## src/rtl/cpu_lsu.sv

```systemverilog
// Handshaked load/store unit between the core EX stage and the bus bridge.
// Optional misalignment trap: define CPU_LSU_MISALIGN_TRAP_EN.
module cpu_lsu #(
    parameter int unsigned ADDR_W      = 32,
    parameter int unsigned TIMEOUT_CYC = 255
) (
    input  logic              cpu_clk,
    input  logic              cpu_rst,
    input  logic              req_valid,
    output logic              req_ready,
    input  logic              req_we,
    input  logic [1:0]        req_size,
    input  logic              req_unsigned,
    input  logic [ADDR_W-1:0] req_addr,
    input  logic [31:0]       req_wdata,
    output logic              resp_valid,
    output logic [31:0]       resp_rdata,
    output logic              resp_err,
    output logic              lsu_busy,
    output logic              bus_req,
    output logic [ADDR_W-1:0] bus_addr,
    output logic              bus_wen,
    output logic [3:0]        bus_be,
    output logic [31:0]       bus_wdata,
    input  logic              bus_ack,
    input  logic [31:0]       bus_rdata
);

    localparam int unsigned CNT_W = 16;

    typedef enum logic [1:0] {S_IDLE, S_BUS, S_RESP} state_e;

    state_e             state_q;
    logic [CNT_W-1:0]   cnt_q;
    logic               we_q, word_q, half_q, uns_q;
    logic [1:0]         lane_q;
    logic               req_ready_q, lsu_busy_q;
    logic               resp_valid_q, resp_err_q;
    logic [31:0]        resp_rdata_q;
    logic               bus_req_q, bus_wen_q;
    logic [ADDR_W-1:0]  bus_addr_q;
    logic [3:0]         bus_be_q;
    logic [31:0]        bus_wdata_q;

    logic               is_word_c, is_half_c, trap_c;
    logic [1:0]         lane_c;
    logic [3:0]         be_c;
    logic [31:0]        wdata_c;
    logic [15:0]        lane_data_c;
    logic [31:0]        load_d;

    // Request decode: lane, byte enables, store replication, misalignment
    always_comb begin
        is_word_c = req_size[1];
        is_half_c = (req_size == 2'b01);
        lane_c    = req_addr[1:0];
        be_c      = 4'(4'b0001 << req_addr[1:0]);
        wdata_c   = {4{req_wdata[7:0]}};
        if (is_word_c) begin
            lane_c  = 2'b00;
            be_c    = 4'b1111;
            wdata_c = req_wdata;
        end else if (is_half_c) begin
            lane_c  = {req_addr[1], 1'b0};
            be_c    = 4'(4'b0011 << {req_addr[1], 1'b0});
            wdata_c = {2{req_wdata[15:0]}};
        end
`ifdef CPU_LSU_MISALIGN_TRAP_EN
        trap_c = (is_half_c && req_addr[0]) || (is_word_c && (req_addr[1:0] != 2'b00));
`else
        trap_c = 1'b0;
`endif
    end

    // Load lane select and extension from the captured request
    always_comb begin
        lane_data_c = 16'(bus_rdata >> {lane_q, 3'b000});
        if (word_q) begin
            load_d = bus_rdata;
        end else if (half_q) begin
            load_d = {{16{~uns_q & lane_data_c[15]}}, lane_data_c};
        end else begin
            load_d = {{24{~uns_q & lane_data_c[7]}}, lane_data_c[7:0]};
        end
    end

    always_ff @(posedge cpu_clk or posedge cpu_rst) begin
        if (cpu_rst) begin
            state_q      <= S_IDLE;
            cnt_q        <= '0;
            we_q         <= 1'b0;
            word_q       <= 1'b0;
            half_q       <= 1'b0;
            uns_q        <= 1'b0;
            lane_q       <= 2'b00;
            req_ready_q  <= 1'b1;
            lsu_busy_q   <= 1'b0;
            resp_valid_q <= 1'b0;
            resp_err_q   <= 1'b0;
            resp_rdata_q <= '0;
            bus_req_q    <= 1'b0;
            bus_wen_q    <= 1'b0;
            bus_addr_q   <= '0;
            bus_be_q     <= '0;
            bus_wdata_q  <= '0;
        end else begin
            case (state_q)
                S_IDLE: begin
                    if (req_valid) begin
                        req_ready_q <= 1'b0;
                        lsu_busy_q  <= 1'b1;
                        we_q        <= req_we;
                        word_q      <= is_word_c;
                        half_q      <= is_half_c;
                        uns_q       <= req_unsigned;
                        lane_q      <= lane_c;
                        if (trap_c) begin
                            state_q      <= S_RESP;
                            resp_valid_q <= 1'b1;
                            resp_err_q   <= 1'b1;
                            resp_rdata_q <= '0;
                        end else begin
                            state_q     <= S_BUS;
                            cnt_q       <= '0;
                            bus_req_q   <= 1'b1;
                            bus_wen_q   <= req_we;
                            bus_addr_q  <= {req_addr[ADDR_W-1:2], 2'b00};
                            bus_be_q    <= be_c;
                            bus_wdata_q <= wdata_c;
                        end
                    end
                end
                S_BUS: begin
                    // Acknowledge wins over a coincident timeout
                    if (bus_ack || (cnt_q == CNT_W'(TIMEOUT_CYC))) begin
                        state_q      <= S_RESP;
                        resp_valid_q <= 1'b1;
                        resp_err_q   <= ~bus_ack;
                        resp_rdata_q <= (bus_ack && !we_q) ? load_d : 32'h0;
                        bus_req_q    <= 1'b0;
                        bus_wen_q    <= 1'b0;
                        bus_be_q     <= '0;
                    end else begin
                        cnt_q <= cnt_q + CNT_W'(1);
                    end
                end
                S_RESP: begin
                    state_q      <= S_IDLE;
                    resp_valid_q <= 1'b0;
                    resp_err_q   <= 1'b0;
                    resp_rdata_q <= '0;
                    req_ready_q  <= 1'b1;
                    lsu_busy_q   <= 1'b0;
                end
                default: state_q <= S_IDLE;
            endcase
        end
    end

    assign req_ready  = req_ready_q;
    assign lsu_busy   = lsu_busy_q;
    assign resp_valid = resp_valid_q;
    assign resp_err   = resp_err_q;
    assign resp_rdata = resp_rdata_q;
    assign bus_req    = bus_req_q;
    assign bus_wen    = bus_wen_q;
    assign bus_addr   = bus_addr_q;
    assign bus_be     = bus_be_q;
    assign bus_wdata  = bus_wdata_q;

endmodule

```

## config.mk

```make
export PLATFORM = sky130hd
export DESIGN_NAME = cpu_lsu
export DESIGN_NICKNAME = d
export VERILOG_FILES = /design/src/rtl/cpu_lsu.sv
export SDC_FILE = /design/constraint.sdc
export NUM_CORES = 1
export LEC_CHECK = 0
export CAP_MARGIN = 20
export CELL_PAD_IN_SITES_DETAIL_PLACEMENT = 1
export CELL_PAD_IN_SITES_GLOBAL_PLACEMENT = 1
export CORE_MARGIN = 3
export CORE_UTILIZATION = 34
export DETAILED_ROUTE_END_ITERATION = 7
export GPL_TIMING_DRIVEN = 0
export PLACE_DENSITY_LB_ADDON = 0.1
export SLEW_MARGIN = 30
export SYNTH_ARGS = -nofsm -noshare
export SYNTH_HDL_FRONTEND = slang
export SYNTH_SLANG_ARGS = --single-unit
```

## constraint.sdc

```tcl
create_clock -name cpu_clk -period 6.34 [get_ports cpu_clk]
set_clock_uncertainty 0.2 [all_clocks]
set_input_delay 1.268 -clock cpu_clk [delete_from_list [all_inputs] [get_ports cpu_clk]]
set_output_delay 1.268 -clock cpu_clk [all_outputs]
set_load 0.01 [all_outputs]
```

* Yosys cells after proc, flatten, opt, wreduce, memory -nomap -nowiden *
Cells that the tools add are included.

operators by class
  bitwise operators = 4
  $add $sub $neg = 1
  equality and inequality tests = 7
  shift-type cells = 3
  multiplexer cells = 32
  reductions and logical operators = 13

operators with widths
  kind                                                                    number
  32-bit 2-to-1 mux                                                       6
  32-bit one-hot mux with 2 select lines                                  1
  16-bit 2-to-1 mux                                                       2
  16-bit one-hot mux with 2 select lines                                  1
  32-bit by 5-bit >> shifter with 16-bit output                           1
  16-bit by 1-bit adder with 16-bit output, second input constant         1
  16-bit by 8-bit equality test with 1-bit output, second input constant  1
  4-bit 2-to-1 mux                                                        4
  1-bit one-hot mux with 2 select lines                                   6
  4-bit one-hot mux with 2 select lines                                   1
  2-bit AND reduction                                                     4
  1-bit 2-to-1 mux                                                        7
  2-bit 2-to-1 mux                                                        3
  2-bit inequality test, second input constant                            3
  3-bit AND reduction                                                     2
  2-bit nonzero test                                                      3
  2-bit by 1-bit equality test with 1-bit output, second input constant   2
  2-bit one-hot mux with 2 select lines                                   1
  1-bit by 2-bit left shift with 4-bit output, first input constant       1
  2-bit by 2-bit left shift with 4-bit output, first input constant       1
  1-bit bitwise AND                                                       2
  2-bit equality test, second input constant                              1
  2-bit logical NOT                                                       1
  1-bit inverter                                                          2
  3 further kinds                                                         3

storage, ports and cells
  output and inout port bits = 106
  logic and storage cells = 77
  input bits = 104
  register bits = 128

* Depth between registers and ports, before layout *
  word-level depth = 7
  mapped depth = 7
  mapped depth without buffers = 5

* Worst setup path before layout *
No wires, ideal clock.

  path type = in2reg
  start point = input port bus_rdata[23]
  end point = register resp_rdata_q[8] (netlist: resp_rdata[8])
  slack = 3576 ps
  buffers on the path = 1
  library setup time = 121 ps
  data required time = 6019 ps
  stages on the path = 5
  arrival = 2443 ps
  path through = mux2_1 -> a221o_1 -> or2_1 -> buf_6 -> a32o_2

between the ends
  longest elaborated chain between the ends = 7

RTL lines
  what                                           line  text
  from (decl)                                    26    input logic [31:0] bus_rdata
  32-bit by 5-bit >> shifter with 16-bit output  77    lane_data_c = 16'(bus_rdata >> {lane_q, 3'b000});
  1-bit bitwise AND                              83    load_d = {{24{~uns_q & lane_data_c[7]}}, lane_data_c[7:0]};
  32-bit 2-to-1 mux                              80    end else if (half_q) begin
  32-bit 2-to-1 mux                              78    if (word_q) begin
  32-bit 2-to-1 mux                              139   resp_rdata_q <= (bus_ack && !we_q) ? load_d : 32'h0;
  32-bit 2-to-1 mux                              135   if (bus_ack || (cnt_q == CNT_W'(TIMEOUT_CYC))) begin
  32-bit one-hot mux with 2 select lines         107   case (state_q)
  to (signal assigned)                           139
  to (decl)                                      39    logic [31:0] resp_rdata_q;

No other way between the ends. The select of a mux whose other input is x is not followed.
A chain may end at the register's enable or synchronous reset.

* Worst setup path in the final report *
  start point = input port req_valid
  end point = register bus_wdata_q[17] (netlist: bus_wdata[17])

between the ends
  longest elaborated chain between the ends = 1

RTL lines
  what                                  line  text
  from (decl)                           9     input logic req_valid,
  2-bit AND reduction (no source line)  --
  to (signal assigned)                  129   bus_wdata_q <= wdata_c;
  to (decl)                             43    logic [31:0] bus_wdata_q;

No other way between the ends.

==> impl_metrics.tcl <==
set metrics [dict create \
    synth.distinct_cells 69 \
    ys_seq_elements 128 \
    start_util_pct 35.0 \
    gr-usage-met1_pct 26.4 \
    multi_input_area_um2 2630 \
    grt.overflow.total 0 \
    synth_top_cell_area_share_pct 52.0 \
    ant_nets 0 \
    cts_tree "built" \
    antenna_found_initial 0 \
    areaGrowthSynthToFinish_pct 49.5 \
    synth-seq-area-share_pct 52.4 \
    grt_pass1_wl_um 34200 \
    arrival_ns 3.11 \
    min_from "bus_wdata[25]" \
    timing.hold.ws_ns 0.276 \
    endpoint_kind "flip-flop" \
    yosys-top-cells-area "dfrtp_1 (52%), nand2_1 (10%), nor2b_1 (3.9%), mux2i_1 (2.8%), a221o_1 (2.1%)" \
    hold_path_class "flip-flop to flip-flop" \
    rsz0062_at_grt "false" \
    grtUsageTotal_pct 21.9 \
    dp_hpwl_um 16000 \
    timing.critical_path.buf_inv 4 \
    synth_cells 626 \
    synthTopCellsByCount "nand2_1 (168), dfrtp_1 (127), nor2b_1 (38)" \
    vias 5621 \
    crit_type "input port to flip-flop" \
    slew_headroom_pct 53.2 \
    avgRoutedWirePerCell_um 19.7 \
    viasPerCell 5.16 \
    n_fill_cell 1930 \
    fin_crit_ns 3.03 \
    ir_worst_vdd_v 0.000219 \
    rows 48 \
    reg2regPathDepth 6 \
    numCtsBuffers 17 \
    worstPathMaxFanout 10 \
    fin_util_pct 52.3 \
    tightest_slew_ns 0.702 \
    worstPathRequired_ns 6.41 \
    h-tree-depth 4 \
    gr-usage-met2_pct 37.1 \
    synth_area_um2 6110 \
    clk-insertion-delay-late_ns 0.42 \
    final-hold-violation-count 0 \
    port_buffers 204 \
    globalRoute.busiestLayer "met2" \
    wirelength_um 21400 \
    powerDensity_nw_per_um2 429 \
    grt_max_degree 68 \
    drtIter0Drc 223 \
    r2r_start "state_q[1]" \
    path_depth 6 \
    cts_resized 0 \
    cp_top_family "buffers and inverters" \
    ios 210 \
    synth-async-reset-ratio_pct 100 \
    min_delay_path_depth 2 \
    finalNonFillerCells 1089 \
    dr.pass1.iters 4 \
    drive_above_1_share_pct 8.68 \
    crit_path_start_kind "input port" \
    first_global_vias 6234 \
    die_w_um 140 \
    critPathLaunch "req_valid" \
    fp.coreArea_um2 17500 \
    cts.sinks 128 \
    period_share_pct 47.8 \
    outcome "finished, final reports clean" \
    drc 0 \
    synth-edff-count 0 \
    post_cts_buffers 0 \
    synth_warnings 0 \
    yosysTopAreaCell "dfrtp_1" \
    max_stage_delay_ns 0.50 \
    clock-root-buffer "clkbuf_16" \
    setup_violations 0 \
    path_cells "clkdlybuf4s50_1 -> and2_1 -> buf_2 -> clkbuf_1 -> buf_1 -> a21oi_1" \
    yosysMostFrequentCell "nand2_1" \
    antenna_cells 0 \
    cts_hold_buf 0 \
    ctsLongestPathBuffers 2 \
    die_h_um 140 \
    drv_slew 0 \
    cp_slowest_cell "buf_1" \
    layout.nets 956 \
    finalWeightedCongestion 0.854 \
    synth_ff_type "dfrtp_1" \
    dieArea_um2 19600 \
    fin_total_pwr_mw 3.92 \
    place_inst 1057 \
    p_leak_nw 4.01 \
    regArea_um2 3200 \
    syn_area_per_cell_um2 9.77 \
    met3_usage_pct 6.66 \
    max_freq_mhz 330 \
    cap_violations 0 \
    cts.clk_slew.worst_paths_ns 0.06 \
]
[report_power, final]
part	switching, mW	total (mW)	internal (mW)
Combinational	0.715	1.50	0.789
Clock	0.397	1.11	0.716
Sequential	0.191	1.30	1.11
[cell type report]
class | instances | share of cell area (%)
Sequential cell | 128 | 35.1
Tap cell | 225 | 3.08
Clock inverter | 14 | 2.48
Timing Repair Buffer | 205 | 22.6
Buffer | 43 | 2.60
Multi-Input combinational cell | 443 | 28.7
Inverter | 13 | 0.616
Clock buffer | 18 | 4.80
[cell families (layout without fill, tap and decap cells)]
| kind of cell | after synthesis | in the layout | share of synthesized area, % |
|---|---|---|---|
| compound gates | 127 | 127 | 15.6 |
| xor+xnor | 2 | 2 | 0.287 |
| fa+ha+maj | 1 | 1 | 0.205 |
| buf+inv | 56 | 293 | 4.69 |
| flops | 128 | 128 | 52.4 |
| mux | 21 | 21 | 3.77 |
| other cells | 1 | 2 | 0.0613 |
| simple gates | 290 | 290 | 23.0 |
[final timing paths]
| kind | end | slack (ns) |
|---|---|---|
| min reg2reg | bus_wdata[25] | 0.28 |
| min | bus_wdata[25] | 0.28 |
| max | bus_wdata[17] | 3.31 |
| max in group asynchronous | resp_rdata[8] | 4.17 |
| min in group asynchronous | bus_addr[10] | 1.09 |
| max reg2reg | bus_wdata[17] | 3.94 |
[state kept, by name, indices dropped and copies added (netlist names), 2 cells and up]
| name | count |
|---|---|
| lane_q | 2 |
| bus_addr | 30 |
| resp_rdata | 32 |
| bus_be | 4 |
| cnt_q | 16 |
| state_q | 2 |
| bus_wdata | 32 |
[worst register-to-register path, cell delays in order, from the launching register on]
cell and delay, ns:
dfrtp_1 0.50, nor2_1 0.16, and2_1 0.13, buf_2 0.21
clkbuf_1 0.39, buf_1 0.51, a21oi_1 0.15
[per-layer routing]
layer	routed length, µm	share of wire (%)	up-vias
met1	8920	42	2798
met3	1420	6.6	31
met4	437	2.0	0
li1	-	-	2629
met5	0	0	-
met2	10700	50	163
[cell usage in the layout, fill, tap and decap left out, types with 6 or more instances in the layout]
master           count
a211oi_1             9
a21oi_1             25
a221o_1             13
a32o_1               6
and2_1              10
buf_6                8
clkbuf_1            25
clkbuf_16           17
clkdlybuf4s50_1    204
dfrtp_1            127
inv_1               12
mux2i_1             17
nand2_1            168
nand3_1              9
nor2_1              22
nor2b_1             38
o21ai_0             20
o221ai_1             7
o22ai_1              9
o31ai_1             17
o32a_1               7
[through the flow]
stage,setup slack [ns],cell area [µm²],TNS (ns)
3_3_place_gp,-0.480,8440,-59.31
3_5_place_dp,2.82,8480,0
2_1_floorplan,1.46,6120,0
5_1_grt,3.17,9140,0
4_1_cts,3.28,9140,0
6_report,3.31,9140,0
(Power assumes the default switching activity.)
